`src/rtl/je6850_pkg.sv`:
```
// Shared definitions for the JE6850 ACIA: control register field positions,
// status bit indices, transmit-control encodings, master-reset code and
// default baud divider values.
package je6850_pkg;

  // Control register field positions
  localparam int CR_DIV_LO = 0;
  localparam int CR_DIV_HI = 1;
  localparam int CR_WS_LO  = 2;
  localparam int CR_WS_HI  = 4;
  localparam int CR_TC_LO  = 5;
  localparam int CR_TC_HI  = 6;
  localparam int CR_RIE    = 7;

  localparam logic [7:0] CR_RESET = 8'h03;
  localparam logic [1:0] MR_CODE  = 2'b11;

  // Status register bit indices
  localparam int ST_RDRF = 0;
  localparam int ST_TDRE = 1;
  localparam int ST_DCD  = 2;
  localparam int ST_CTS  = 3;
  localparam int ST_FE   = 4;
  localparam int ST_OVRN = 5;
  localparam int ST_PE   = 6;
  localparam int ST_IRQ  = 7;

  // Transmit-control field encodings (CR[6:5])
  typedef enum logic [1:0] {
    TC_RTS_LO_TIE_OFF = 2'b00,
    TC_RTS_LO_TIE_ON  = 2'b01,
    TC_RTS_HI         = 2'b10,
    TC_BREAK          = 2'b11
  } tc_e;

  // Default divider values
  localparam logic [19:0] DIV_00_DEF = 20'd15;
  localparam logic [19:0] DIV_01_DEF = 20'd239;
  localparam logic [19:0] DIV_10_DEF = 20'd959;

endpackage

```
`src/rtl/acia_tx_hold.sv`:
```
// One-byte transmit holding register for the ACIA. Holds the CPU byte until
// the uart is idle, CTS is asserted, no break is requested and the master
// reset is released, then issues a one-cycle u_tdrwr. Busy stays set until
// the uart's end-of-transmission pulse u_tdre.
module acia_tx_hold (
  input  logic       clk,
  input  logic       rstn,
  input  logic       mr,
  input  logic       tx_wr,
  input  logic [7:0] din,
  input  logic       ctsn,
  input  logic       brk,
  input  logic       u_tdre,
  output logic [7:0] u_tdr,
  output logic       u_tdrwr,
  output logic       tdre
);

  logic [7:0] hold;
  logic       pending;
  logic       busy;
  logic       issue;

  // Start a transmission only when every gate is open.
  always_comb begin
    issue = pending & ~busy & ~ctsn & ~brk & ~mr;
    tdre  = ~pending & ~ctsn & ~mr;
  end

  // Hold register, pending/busy flags and the uart start strobe; master
  // reset drops everything including an in-flight byte.
  always_ff @(posedge clk) begin
    if (!rstn || mr) begin
      hold    <= 8'h00;
      pending <= 1'b0;
      busy    <= 1'b0;
      u_tdrwr <= 1'b0;
      u_tdr   <= 8'h00;
    end else begin
      u_tdrwr <= issue;
      if (issue) u_tdr <= hold;
      if (tx_wr) hold <= din;
      // A write in the issue cycle re-arms pending with the new byte.
      pending <= tx_wr | (pending & ~issue);
      if (issue)       busy <= 1'b1;
      else if (u_tdre) busy <= 1'b0;
    end
  end

endmodule

```
`src/rtl/acia_bus_if.sv`:
```
// CPU-side register front end for the JE6850 ACIA (MC6850-style control,
// status and data registers) in front of the FIFO-less uart core.
// Optional feature macro: ACIA_DCD_EN enables the DCD latch, its arm/clear
// read sequence and its interrupt term. Without it status bit 2 reads 0.
//
// Bus handshake: cpu_rd and cpu_wr are single-cycle strobes already
// qualified by chip select and never high together. A write takes effect on
// the strobe edge; a read captures dout on the strobe edge (valid the next
// cycle) and its side effects (RDRF/OVRN/DCD clear) land on that same edge.
import je6850_pkg::*;

module acia_bus_if #(
  parameter logic [19:0] DIV_00 = DIV_00_DEF,
  parameter logic [19:0] DIV_01 = DIV_01_DEF,
  parameter logic [19:0] DIV_10 = DIV_10_DEF
) (
  input  logic        clk,
  input  logic        rstn,
  input  logic        cpu_rd,
  input  logic        cpu_wr,
  input  logic        rs,
  input  logic [7:0]  din,
  output logic [7:0]  dout,
  output logic        irqn,
  output logic        u_rstn,
  output logic [19:0] u_clkdivval,
  output logic [7:0]  u_tdr,
  output logic        u_tdrwr,
  input  logic        u_tdre,
  input  logic [7:0]  u_rdr,
  input  logic        u_rdrf,
  input  logic        u_fe,
  output logic        u_rdrrd,
  output logic [2:0]  ws,
  output logic        rtsn,
  output logic        brk,
  input  logic        ctsn,
  input  logic        dcdn
);

  logic [7:0] cr;
  logic       mr;
  logic       tie;
  logic       rie;
  logic       tdre;
  logic [7:0] rx_hold;
  logic       rdrf;
  logic       ovrn;
  logic       fe;
  logic       dcd;
  logic       capture;
  logic       rd_data;
  logic       rd_stat;
  logic       irq;
  logic [7:0] status;

  // Control register.
  always_ff @(posedge clk) begin
    if (!rstn)               cr <= CR_RESET;
    else if (cpu_wr && !rs)  cr <= din;
  end

  // Decode control fields: master reset, divider, transmit control.
  always_comb begin
    mr      = (cr[CR_DIV_HI:CR_DIV_LO] == MR_CODE);
    u_rstn  = ~mr;
    ws      = cr[CR_WS_HI:CR_WS_LO];
    rie     = cr[CR_RIE];
    rd_data = cpu_rd & rs;
    rd_stat = cpu_rd & ~rs;
    capture = u_rdrf & ~u_rdrrd;
    case (cr[CR_DIV_HI:CR_DIV_LO])
      2'b00:   u_clkdivval = DIV_00;
      2'b10:   u_clkdivval = DIV_10;
      default: u_clkdivval = DIV_01;
    endcase
    tie  = 1'b0;
    rtsn = 1'b0;
    brk  = 1'b0;
    case (tc_e'(cr[CR_TC_HI:CR_TC_LO]))
      TC_RTS_LO_TIE_ON: tie  = 1'b1;
      TC_RTS_HI:        rtsn = 1'b1;
      TC_BREAK:         brk  = 1'b1;
      default:          ;
    endcase
  end

  acia_tx_hold u_tx (
    .clk     (clk),
    .rstn    (rstn),
    .mr      (mr),
    .tx_wr   (cpu_wr & rs),
    .din     (din),
    .ctsn    (ctsn),
    .brk     (brk),
    .u_tdre  (u_tdre),
    .u_tdr   (u_tdr),
    .u_tdrwr (u_tdrwr),
    .tdre    (tdre)
  );

  // Receive holding register: drain the uart, detect overrun, clear on read.
  always_ff @(posedge clk) begin
    if (!rstn || mr) begin
      rx_hold <= 8'h00;
      rdrf    <= 1'b0;
      ovrn    <= 1'b0;
      fe      <= 1'b0;
      u_rdrrd <= 1'b0;
    end else begin
      u_rdrrd <= capture;
      // A same-cycle data read frees the slot, so the new byte loads.
      if (capture && (!rdrf || rd_data)) begin
        rx_hold <= u_rdr;
        fe      <= u_fe;
      end
      if (capture)      rdrf <= 1'b1;
      else if (rd_data) rdrf <= 1'b0;
      if (rd_data)               ovrn <= 1'b0;
      else if (capture && rdrf)  ovrn <= 1'b1;
    end
  end

`ifdef ACIA_DCD_EN
  logic dcdn_q;
  logic dcd_arm;

  // Carrier-loss latch: set on a dcdn rise, cleared by status-then-data read.
  always_ff @(posedge clk) begin
    if (!rstn) begin
      dcdn_q  <= 1'b1;
      dcd     <= 1'b0;
      dcd_arm <= 1'b0;
    end else begin
      dcdn_q <= dcdn;
      if (mr) begin
        dcd     <= 1'b0;
        dcd_arm <= 1'b0;
      end else begin
        if (rd_data && dcd_arm) begin
          dcd     <= 1'b0;
          dcd_arm <= 1'b0;
        end else if (rd_stat && dcd) begin
          dcd_arm <= 1'b1;
        end
        // A fresh edge wins over a clear in the same cycle.
        if (dcdn && !dcdn_q) dcd <= 1'b1;
      end
    end
  end
`else
  logic unused_dcd;
  assign dcd        = 1'b0;
  assign unused_dcd = dcdn ^ rd_stat;
`endif

  // Interrupt request and status register image.
  always_comb begin
    irq             = (rie & (rdrf | ovrn | dcd)) | (tie & tdre);
    status          = 8'h00;
    status[ST_IRQ]  = irq;
    status[ST_PE]   = 1'b0;
    status[ST_OVRN] = ovrn;
    status[ST_FE]   = fe;
    status[ST_CTS]  = ctsn;
    status[ST_DCD]  = dcd;
    status[ST_TDRE] = tdre;
    status[ST_RDRF] = rdrf;
  end

  // Registered read data and interrupt output.
  always_ff @(posedge clk) begin
    if (!rstn) begin
      dout <= 8'h00;
      irqn <= 1'b1;
    end else begin
      irqn <= ~irq;
      if (cpu_rd) dout <= rs ? rx_hold : status;
    end
  end

endmodule

```
`config.mk`:
```
export PLATFORM = sky130hd
export DESIGN_NAME = acia_bus_if
export DESIGN_NICKNAME = d
export VERILOG_FILES = /design/src/rtl/je6850_pkg.sv /design/src/rtl/acia_tx_hold.sv /design/src/rtl/acia_bus_if.sv
export SDC_FILE = /design/constraint.sdc
export NUM_CORES = 1
export LEC_CHECK = 0
export BUFFER_PORTS_ARGS = -buffer_cell sky130_fd_sc_hd__buf_2
export CORE_ASPECT_RATIO = 1.1
export CORE_MARGIN = 8
export CORE_UTILIZATION = 40
export CTS_CLUSTER_DIAMETER = 50
export DETAILED_ROUTE_END_ITERATION = 16
export GPL_ROUTABILITY_DRIVEN = 0
export PLACE_DENSITY = 0.63
export SYNTH_ARGS = -nofsm -noshare
export SYNTH_HDL_FRONTEND = slang
export SYNTH_SLANG_ARGS = --single-unit
```
`constraint.sdc`:
```
create_clock -name clk -period 1.26 [get_ports clk]
set_input_delay 0.252 -clock clk [delete_from_list [all_inputs] [get_ports clk]]
set_output_delay 0.252 -clock clk [all_outputs]
set_load 0.005 [all_outputs]
```
* Yosys cells after proc, flatten, opt, wreduce, memory -nomap -nowiden *
Cells that the tools add are included.

word-level totals
  register bits = 48
  output and inout port bits = 45
  word-level logic and storage cells = 62

cells by class
  equal/unequal tests = 5
  multiplexer cells = 9
  bitwise logic cells = 23
  reductions and logical operators = 12

operator list
  kind                                                  count
  case mux 10 bit (2 select lines)                      1
  AND 1 bit                                             12
  equality test 2 bit (second input constant)           4
  2-to-1 mux 8 bit                                      1
  NOT 1 bit                                             8
  2-to-1 mux 1 bit                                      7
  nonzero test 2 bit                                    2
  logical AND 1 bit                                     3
  logical NOT 1 bit                                     3
  bitwise OR 1 bit                                      3
  equality test 2 x 1 -> 1 bit (second input constant)  1
  logical NOT 2 bit                                     1
  logical OR 1 bit                                      2
  OR reduction 2 bit                                    1

* Longest topological paths before layout *
  word-level depth = 8
  gate-level depth with buffers = 5

* Modules after synthesis *
From an unflattened synthesis, not the netlist that was laid out.

unflattened totals
  cell total of the unflattened synthesis = 235
  area, all modules = 2,127.0 um^2

modules (own cells, without submodules)
  module        instances  cells an instance  area each (um^2)  sequential area each (um^2)
  acia_bus_if   1          160                1,378.8           580.6
  acia_tx_hold  1          75                 748.2             380.4

* Worst setup path after synthesis *
No wires, ideal clock.

  kind = reg2reg
  start point = register cr[1]
  end point = register u_tx.u_tdr[0]
  arrival = 930 ps
  slack = 208 ps
  stages on the path, launching flop included = 5
  path buffers = 1
  path through = dfxtp_1 a21o_1 buf_2 o31ai_1 a21oi_1

on the way
  cells in the longest elaborated chain, start to end = 3
  elaborated cells between the ends (all ways) = 4
  those cells by class = eq/ne: 1; bitwise: 2; reduce/logical: 1

ends and longest elaborated chain
  what                      line                source
  start: declaration        acia_bus_if.sv:41   logic [7:0] cr;
  start signal: assignment  acia_bus_if.sv:60   else if (cpu_wr && !rs) cr <= din;
  equality test 2 bit *     acia_bus_if.sv:65   mr = (cr[CR_DIV_HI:CR_DIV_LO] == MR_CODE);
  NOT 1 bit                 acia_tx_hold.sv:26  issue = pending & ~busy & ~ctsn & ~brk & ~mr;
  AND 1 bit                 acia_tx_hold.sv:26
  end signal: assignment    acia_tx_hold.sv:41  if (issue) u_tdr <= hold;
  end: declaration          acia_tx_hold.sv:14  output logic [7:0] u_tdr,

Mark *: on every way between the ends. The rest lies on a longest branch, timed or not.
A chain may end at the register's enable or synchronous reset.

* Final worst setup path *
  start point = register cr[0]
  end point = output port u_clkdivval[7]

on the way
  cells in the longest elaborated chain, start to end = 2
  elaborated cells between the ends (all ways) = 3
  those cells by class = eq/ne: 1; mux: 1; reduce/logical: 1

ends and longest elaborated chain
  what                                                             line               source
  equality test 2 bit / logical NOT 2 bit (equally long branches)  acia_bus_if.sv:72  case (cr[CR_DIV_HI:CR_DIV_LO])
  case mux 10 bit (2 select lines) *                               acia_bus_if.sv:72
  end: declaration                                                 acia_bus_if.sv:26  output logic [19:0] u_clkdivval,

Marked as above.

==> reports/metrics.csv <==
metric,value,unit
status,"finished, violations left",
failing checks,negative setup slack,
initial core utilization,41.3,%
main area contributors after synthesis,"sky130_fd_sc_hd__dfxtp_1 47%, sky130_fd_sc_hd__a21oi_1 9.5%, sky130_fd_sc_hd__buf_4 7.6%",
number of distinct library cells after synthesis,28,
full die area,7710,sq um
max_cap viols,0,
GRT Resource Usage Total,13.5,%
# H-tree levels,2,
"non-filler cells, final",358,
XOR/XNOR Fraction of Synth Area,0,%
DRC,0,
Main synth FF type,sky130_fd_sc_hd__dfxtp_1,
Total Neg Setup Slack,-0.0595,ns
antenna violation net count after detailed routing,0,
total CTS buffers,5,
multiplexer area fraction after synthesis,1.94,%
half-perimeter wire length of the detailed placement result,3.80,mm
average size of a mapped cell,8.35,sq um
origin of the critical flop-to-flop path,cr[0]$_SDFFE_PN1P_,
number of detailed-route iterations in the first pass,6,
start point of the worst hold path,din[1],
# placed instances,347,
count of hold-fix buffers inserted at cts,0,
minimum clock period,1.29,ns
setup repair after global routing missed its margin,yes,
most instantiated cells after synthesis,"48 x sky130_fd_sc_hd__dfxtp_1, 39 x sky130_fd_sc_hd__a21oi_1, 27 x sky130_fd_sc_hd__nand2_1, 22 x sky130_fd_sc_hd__nand3_1, 21 x sky130_fd_sc_hd__buf_4",
post-synthesis simple-gate area fraction,19.0,%
Worst Hold Path Cells,3,
FF-to-FF End,u_tx.u_tdr[2]$_SDFFE_PP0P_,
"synthesized-area fraction occupied by ao, oa, aoi and oai cells",20.0,%
Vert. Die Dim,91.3,microns
count of final max-slew check failures,0,
count of port buffers added during placement,55,
diode count,0,
core occupancy in the finished layout,51.6,%
critical path arrival,1.04,ns
areal power density over the cells,1210,nW/um^2
power after layout,0.00312,W
leftover overflow at the end of global routing,0,
kind of end point of the critical path,output pin,
Yosys warnings,0,
hold endpoint,cr[1]$_SDFFE_PN1P_,
number of global-route vias before repair,1829,
biggest area consumer among synthesized cells,sky130_fd_sc_hd__dfxtp_1,
Storage cell area,971,sq um
sequential fraction of the synthesis area,46.6,%
first-pass GRT wire length,8.60,mm
first-iteration detailed-routing DRC count,141,
synthesized-area fraction occupied by adder cells,0,%
combinational family with the most area after synthesis,compound AO/OA/AOI/OAI gates,
worst slack on hold paths,0.182,ns
count of final hold-check violations,0,
cell count after synthesis,247,
path class of the lowest-slack min-delay path,input pin to flip-flop,
Max Buffers Root-to-Sink,2,
signed area change from the synthesized netlist to the final layout,25.1,%
number of endpoints failing setup at the final stage,3,
crit share post-route,102,%
number of nets in the layout,325,
I/O pins,71,
TritonCTS Sinks,48,
die boundary width,84.5,microns
placement row count,27,
clock-pin slew on the worst setup and hold paths,0.09,ns
most frequently used cell type in the post-synthesis netlist,sky130_fd_sc_hd__dfxtp_1,
required time of the critical path,1.01,ns
Final Skew,0.00979,ns
WL final,5.12,mm
worst voltage drop across the vdd grid,0.000390,V
fraction of layout instances using a drive strength above 1,33.3,%
critical-path maximum fanout,4,
total area of multi-input combinational cells,958,sq um
Critical Path Start Type,flip-flop,
layout filler cell count,481,
clk_lat worst skew,0.30,ns
core region area,5000,sq um
number of antenna violations at the first check in global routing,0,
post-synth design cell area,2060,sq um
number of synthesized flops with an enable pin,0,
final critical-path setup slack,-0.0296,ns
TritonCTS clock tree,yes,
kind of critical path,flip-flop to output pin,
maximum number of pins on one net before global-route repair,20,
Reg2Reg Setup Slack,0,ns
count of cells along the worst register-to-register path,4,
leak pwr,1.06,nW
share of synthesized flip-flops with an asynchronous set or reset,0,%
vias post-DR,1823,
Routed WL per cell,14.3,microns
post-synthesis sequential element count,48,
Vias per Instance,5.09,
Max Clock Freq,0.775,GHz
Synth top area share,46.6,%
cell at the root of the clock tree,sky130_fd_sc_hd__clkbuf_8,
## logic make-up (layout without fill, tap and decap cells)
kind of cell	count (synthesis)	count (layout)
AOI/OAI and AO/OA	71	71
buffers and inverters	41	82
DFF	48	48
muxes	4	4
other	2	14
and+or+nand+nor	81	81
## what timing repair did
item                                    4_1_cts  5_1_grt
buffers inserted                              2        1
endpoints found under the setup margin        7       21
endpoints found under the hold margin         0        0
gates resized for setup                       6       22
## where the power goes
group / leakage (nW) / switching (W) / internal (W) / total, W
Combinational: 0.610 / 0.000202 / 0.000156 / 0.000358
Clock: 0.0614 / 0.000529 / 0.000649 / 0.00118
Sequential: 0.391 / 0.0000284 / 0.00156 / 0.00158
## layout by cell type (no fill, tap or decap), types with 2 or more instances in the layout
cell	synthesis	layout
sky130_fd_sc_hd__buf_2	13	51
sky130_fd_sc_hd__dfxtp_1	48	44
sky130_fd_sc_hd__a21oi_1	39	38
sky130_fd_sc_hd__nand2_1	27	25
sky130_fd_sc_hd__nand3_1	22	22
sky130_fd_sc_hd__conb_1	2	14
sky130_fd_sc_hd__buf_4	21	14
sky130_fd_sc_hd__o21ai_0	9	9
sky130_fd_sc_hd__nor2_1	8	8
sky130_fd_sc_hd__nand4_1	8	8
sky130_fd_sc_hd__nand2b_1	7	7
sky130_fd_sc_hd__clkbuf_8	0	6
sky130_fd_sc_hd__buf_6	0	6
sky130_fd_sc_hd__a211oi_1	5	5
sky130_fd_sc_hd__o31ai_2	0	5
sky130_fd_sc_hd__nor2b_1	6	4
sky130_fd_sc_hd__mux2i_1	4	4
sky130_fd_sc_hd__o31ai_1	9	4
sky130_fd_sc_hd__nand2_2	1	2
sky130_fd_sc_hd__a31oi_1	2	2
sky130_fd_sc_hd__dfxtp_4	0	2
sky130_fd_sc_hd__dfxtp_2	0	2
## layer usage
layer / vias to the layer above / global-route usage, % / share of wire [%]
met1: 839 / 16.7 / 46
met5: - / 0 / 0
li1: 926 / - / -
met2: 51 / 20.6 / 45
met4: 0 / 5.35 / 1.5
met3: 7 / 5.32 / 7.0
## worst max-delay path, cell delays in order, from the launching register on
cell,delay [ns]
sky130_fd_sc_hd__dfxtp_4,0.36
sky130_fd_sc_hd__or2_4,0.26
sky130_fd_sc_hd__buf_6,0.12
## stage by stage
stage                     setup slack [ns]  area [sq um]
after global placement               0.121          2330
after floorplan                      0.208          2110
after detailed placement             0.100          2330
after global routing               -0.0730          2580
final                              -0.0296          2580
after CTS                          -0.0271          2480
## worst max-delay path by stage
stage                            start                    endpoint  slack (ns)
floorplan           cr[1]$_SDFFE_PN1P_  u_tx.u_tdr[0]$_SDFFE_PP0P_        0.21
global placement    cr[0]$_SDFFE_PN1P_          u_rdrrd$_SDFF_PP0_        0.12
detailed placement  cr[0]$_SDFFE_PN1P_          u_rdrrd$_SDFF_PP0_        0.10
CTS                 cr[0]$_SDFFE_PN1P_                      u_rstn       -0.03
global route        cr[1]$_SDFFE_PN1P_              u_clkdivval[7]       -0.07
finish              cr[0]$_SDFFE_PN1P_              u_clkdivval[7]       -0.03
## registers in the layout, summed over array words and instances, names as in the netlist
register / cells
rx_hold: 8
dout: 8
u_tx.hold: 8
u_rdrrd: 1
u_tx.busy: 1
rdrf: 1
cr: 8
u_tx.u_tdr: 8
u_tx.u_tdrwr: 1
fe: 1
ovrn: 1
u_tx.pending: 1
irqn: 1
## final cells by class
class | instances | share of cell area [%]
sequential | 48 | 37.6
multi-input combinational | 170 | 37.1
timing repair buffer | 72 | 17.4
clock buffer | 6 | 3.20
tap | 58 | 2.81
clock inverter | 2 | 1.50
inverter | 2 | 0.388
Power figures use the tool's default switching activity.
